==> src/rtl/sll_iter.sv <==
// -----------------------------------------------------------------------------
// sll_iter -- iterative logical shift-left unit for the ALU32 datapath.
//
// A latched operand is shifted left by one bit per clock under a small
// three-state FSM (IDLE -> SHIFT -> FIN -> IDLE).  The result is published on
// Y at the completion edge and announced with a one-cycle DONE pulse.  A zero
// shift count skips SHIFT and completes on the accepting edge.
//
// Ports:
//   CLK        in   1  clock; all state changes on the rising edge
//   RST        in   1  synchronous, active-high reset (priority over START)
//   START      in   1  request; sampled only while IDLE, never queued
//   A          in   N  operand, captured on the accepted START edge
//   SHIFT_AMT  in   M  unsigned shift count, captured with A
//   BUSY       out  1  high while shifting
//   DONE       out  1  one-cycle pulse, Y newly updated
//   Y          out  N  registered result; holds until next completion/reset
// -----------------------------------------------------------------------------
module sll_iter #(
   parameter int N = 32,
   parameter int M = 5
) (
   input  logic         CLK,
   input  logic         RST,
   input  logic         START,
   input  logic [N-1:0] A,
   input  logic [M-1:0] SHIFT_AMT,
   output logic         BUSY,
   output logic         DONE,
   output logic [N-1:0] Y
);

   // Encoding chosen so BUSY and DONE each map onto one state bit.
   typedef enum logic [1:0] {
      IDLE  = 2'b00,
      SHIFT = 2'b01,
      FIN   = 2'b10
   } state_t;

   localparam logic [M-1:0] cnt_zero = {M{1'b0}};
   localparam logic [M-1:0] cnt_one  = {{(M-1){1'b0}}, 1'b1};

   state_t         state_r;
   state_t         state_s;
   logic [N-1:0]   w_r;
   logic [N-1:0]   w_s;
   logic [M-1:0]   cnt_r;
   logic [M-1:0]   cnt_s;
   logic [N-1:0]   y_r;
   logic [N-1:0]   y_s;
   logic [N-1:0]   w_shl_s;

   // One-bit logical left shift of the work register (MSB drops, LSB zero).
   always_comb begin
      w_shl_s = w_r << 1;
   end

   // Next-state and datapath update logic for the shift FSM.
   always_comb begin
      state_s = state_r;
      w_s     = w_r;
      cnt_s   = cnt_r;
      y_s     = y_r;
      case (state_r)
         IDLE: begin
            if (START) begin
               w_s   = A;
               cnt_s = SHIFT_AMT;
               if (SHIFT_AMT != cnt_zero) begin
                  state_s = SHIFT;
               end else begin
                  // Zero shift: the operand is already the answer.
                  y_s     = A;
                  state_s = FIN;
               end
            end else begin
               state_s = IDLE;
            end
         end
         SHIFT: begin
            w_s   = w_shl_s;
            cnt_s = cnt_r - cnt_one;
            // The last shift is taken straight into Y so completion costs
            // no extra cycle beyond the k shift edges.
            if (cnt_r == cnt_one) begin
               y_s     = w_shl_s;
               state_s = FIN;
            end else begin
               state_s = SHIFT;
            end
         end
         FIN: begin
            state_s = IDLE;
         end
         default: begin
            state_s = IDLE;
            w_s     = {N{1'b0}};
            cnt_s   = cnt_zero;
            y_s     = y_r;
         end
      endcase
   end

   // State, work, counter and result registers with synchronous reset.
   always_ff @(posedge CLK) begin
      if (RST) begin
         state_r <= IDLE;
         w_r     <= {N{1'b0}};
         cnt_r   <= cnt_zero;
         y_r     <= {N{1'b0}};
      end else begin
         state_r <= state_s;
         w_r     <= w_s;
         cnt_r   <= cnt_s;
         y_r     <= y_s;
      end
   end

   // Status flags come straight off the state register: no input-to-output
   // combinational path.
   assign BUSY = (state_r == SHIFT);
   assign DONE = (state_r == FIN);
   assign Y    = y_r;

endmodule
==> config.mk <==
export PLATFORM = sky130hd
export DESIGN_NAME = sll_iter
export DESIGN_NICKNAME = d
export VERILOG_FILES = /design/src/rtl/sll_iter.sv
export SDC_FILE = /design/constraint.sdc
export NUM_CORES = 1
export LEC_CHECK = 0
export ABC_AREA = 0
export BUFFER_PORTS_ARGS = -buffer_cell sky130_fd_sc_hd__buf_2
export CORE_AREA = 2 2 91 93
export DETAILED_ROUTE_END_ITERATION = 6
export DIE_AREA = 0 0 93 95
export RECOVER_POWER = 25
export SETUP_SLACK_MARGIN = 0.2
export SLEW_MARGIN = 10
export SYNTH_ARGS = -nofsm -noshare
export SYNTH_HDL_FRONTEND = slang
export SYNTH_SLANG_ARGS = --single-unit
==> constraint.sdc <==
create_clock -name CLK -period 3.9 [get_ports CLK]
set_input_delay 1.17 -clock CLK [delete_from_list [all_inputs] [get_ports CLK]]
set_output_delay 1.17 -clock CLK [all_outputs]
set_load 0.05 [all_outputs]
==> flow_summary.yaml <==
yosys:
  synth_most_common_cell: "dfxtp_1"
  seq_area_frac_synth: 0.427
  synth_common_cells: "dfxtp_1 (70), nand2_1 (66), nor3_1 (35)"
  ys_top_cells_by_area: "dfxtp_1 (43%), mux2i_1 (10%), a311oi_1 (8.3%)"
  synth_area_mm2: 0.00328
  yosys_warnings: 0
  avgSynthCellArea_um2: 8.73
  synth-seq-cells: 70
  synth_edf_count: 0
  synthDistinctLibCells: 34
  synth_top_cell_area_share: 0.427
  syn_inst: 376
  synth_flop_cell: "dfxtp_1"
  syn_nets: 418
  async_reset_ff_frac: 0
  yosysTopAreaCell: "dfxtp_1"
sta:
  tightest_slew_ns: 1.17
  post-route-min-period_ns: 3.25
  clock_skew_ns: 0.0123
  fmax_mhz: 307
  grt_setup_unrepaired: "no"
  relSlewSlack: 0.217
  setup_violations: 0
  fin_crit_sh: 0.834
  setup_tns_ns: 0
  finalHoldViolations: 0
  slew_violations: 0
run:
  maxCapViolCount: 0
power_and_ir_drop:
  p_leak_uw: 0.00159
  vdd_drop_max_uv: 241
  finalPower_uw: 1840
  power.density_mw_per_mm2: 475
hold_path:
  hold_class: "reg2reg"
clocking:
  tritoncts: "yes"
  post_cts_buffers: 0
  cts_resized: 0
  numCtsBuffers: 9
  cts-root-buf: "clkbuf_8"
  cts_buffer_depth: 2
  insertion_delay_ns: 0.34
  cts.sinks: 70
  cts_hold_buf: 0
  h-tree-depth: 3
  clk_pin_slew_ns: 0.08
placement:
  dp_hpwl_um: 5260
  place_area_mm2: 0.00366
  gp_congestion: 0.835
  io_buffers: 73
worst_setup_path:
  crit_path_max_fanout: 12
  cp-start-kind: "input pin"
  critical_path_class: "in2reg"
  critPathTopFamily: "simple AND/OR/NAND/NOR gates"
  cp_cell_sequence: "clkbuf_1 -> nor2b_1 -> clkbuf_1 -> mux2i_1 -> o21ai_0 -> nor2b_1"
  worstPathRequired_ns: 4.09
  cpPeakStageDelay_ns: 0.94
  crit_slowest_cell: "nor2b_1"
  worst_setup_path_end_kind: "flip-flop"
  arrival_ns: 3.44
  crit_buf_inv: 2
global_route:
  antenna_found_initial: 0
  grt_pass1_wl_um: 14000
  grt_max_degree: 50
  grt_pass1_vias: 2872
  overflow: 0
  track_usage: 0.199
detailed_routing:
  drc: 0
  viasPerCell: 5.33
  wire_per_inst_um: 15.5
  vias: 2895
  wl_um: 8390
  drtIter0Drc: 103
  first_pass_iters: 4
  antenna_left: 0
cells_and_area:
  drive_gt1_frac: 0.196
  fillers: 818
  nNetsFinal: 475
  seqCellArea_mm2: 0.00140
  syn_to_final_growth_pct: 17.8
  multi_input_area_mm2: 0.00165
  n_antenna_cell: 0
  design_area_mm2: 0.00387
status:
  outcome: "completed"
floorplanning:
  die_y_um: 95
  die_w_um: 93
  rows: 33
  start_util: 0.414
  core_mm2: 0.00793
  dieArea_mm2: 0.00884
  io_pins: 74
-- placed cells by master, fill, tap and decap left out --
cell / Yosys / routed
a2111oi_0: 1 / 1
a21oi_1: 6 / 6
a311o_1: 1 / 1
a311oi_1: 31 / 31
and2_1: 0 / 1
and3_1: 1 / 1
buf_12: 0 / 1
buf_2: 4 / 57
buf_4: 8 / 6
bufinv_16: 0 / 2
clkbuf_1: 19 / 17
clkbuf_2: 0 / 1
clkbuf_8: 0 / 12
clkinv_2: 1 / 1
clkinvlp_4: 0 / 1
dfxtp_1: 70 / 70
ha_1: 2 / 2
inv_1: 4 / 4
inv_6: 0 / 1
mux2i_1: 34 / 34
nand2_1: 66 / 66
nand2b_4: 1 / 1
nand3_1: 4 / 4
nor2_1: 7 / 7
nor2b_1: 32 / 32
nor3_1: 35 / 35
nor4_1: 1 / 1
nor4_4: 1 / 1
nor4b_2: 1 / 1
o211ai_1: 1 / 1
o21a_1: 1 / 1
o21ai_0: 31 / 31
o22a_1: 1 / 1
o22ai_1: 1 / 1
o311a_1: 1 / 1
o41ai_1: 1 / 1
or3_1: 1 / 1
or4b_2: 1 / 1
xnor2_1: 1 / 1
-- cell type report --
class / count / share of cell area
well taps: 105 / 0.0340
repair buffers: 82 / 0.108
multi-input cells: 265 / 0.428
clock buffers: 12 / 0.0427
inverters: 5 / 0.00518
clock inverters: 4 / 0.0197
flip-flops and latches: 70 / 0.362
-- worst min-delay path, cell delays in order (launching register included) --
cell     delay, ns
dfxtp_1       0.33
nand3_1       0.07
a21oi_1       0.05
-- worst paths after layout --
check                  start       to  slack [ns]  depth (start not counted)
setup / recovery       START  w_r[14]        0.65                          6
hold reg to reg         Y[0]     Y[0]        0.49                          2
hold / removal          Y[0]     Y[0]        0.49                          2
setup reg to reg  state_r[1]  w_r[14]        1.26                          5
-- registers in the layout, summed over array words and instances, names as in the netlist --
register and count:
Y 32, w_r 31, cnt_r 5, state_r 2
-- logic make-up after synthesis --
group	Yosys count	synth area share
compound gates	76	0.160
xor+xnor	1	0.00267
fa+ha+maj	2	0.00762
buf+inv	41	0.0694
flops	70	0.427
mux	34	0.104
simple gates	152	0.230
-- report_power, final --
| part | internal, µW | switching, µW |
|---|---|---|
| clock | 415 | 286 |
| sequential | 764 | 32.6 |
| combinational | 119 | 218 |
| total | 1300 | 537 |
-- routing by layer --
layer / routed length, µm / vias up / track usage
met5: 0 / - / 0
met3: 416 / 6 / 0.0535
met4: 63 / 0 / 0.0588
met1: 4020 / 1361 / 0.259
li1: - / 1451 / -
met2: 3900 / 77 / 0.327
-- per-stage QoR --
stage	util	setup slack (ns)	hold slack, ns	instances
after detailed placement	0.461	1.09	0.479	527
after global routing	0.488	0.494	0.517	543
final	0.488	0.647	0.493	543
after floorplan	-	1.43	0.460	376
after CTS	0.492	0.862	0.492	543
after global placement	0.461	1.10	0.476	527
Note: power is estimated with default switching activity, not from simulation.
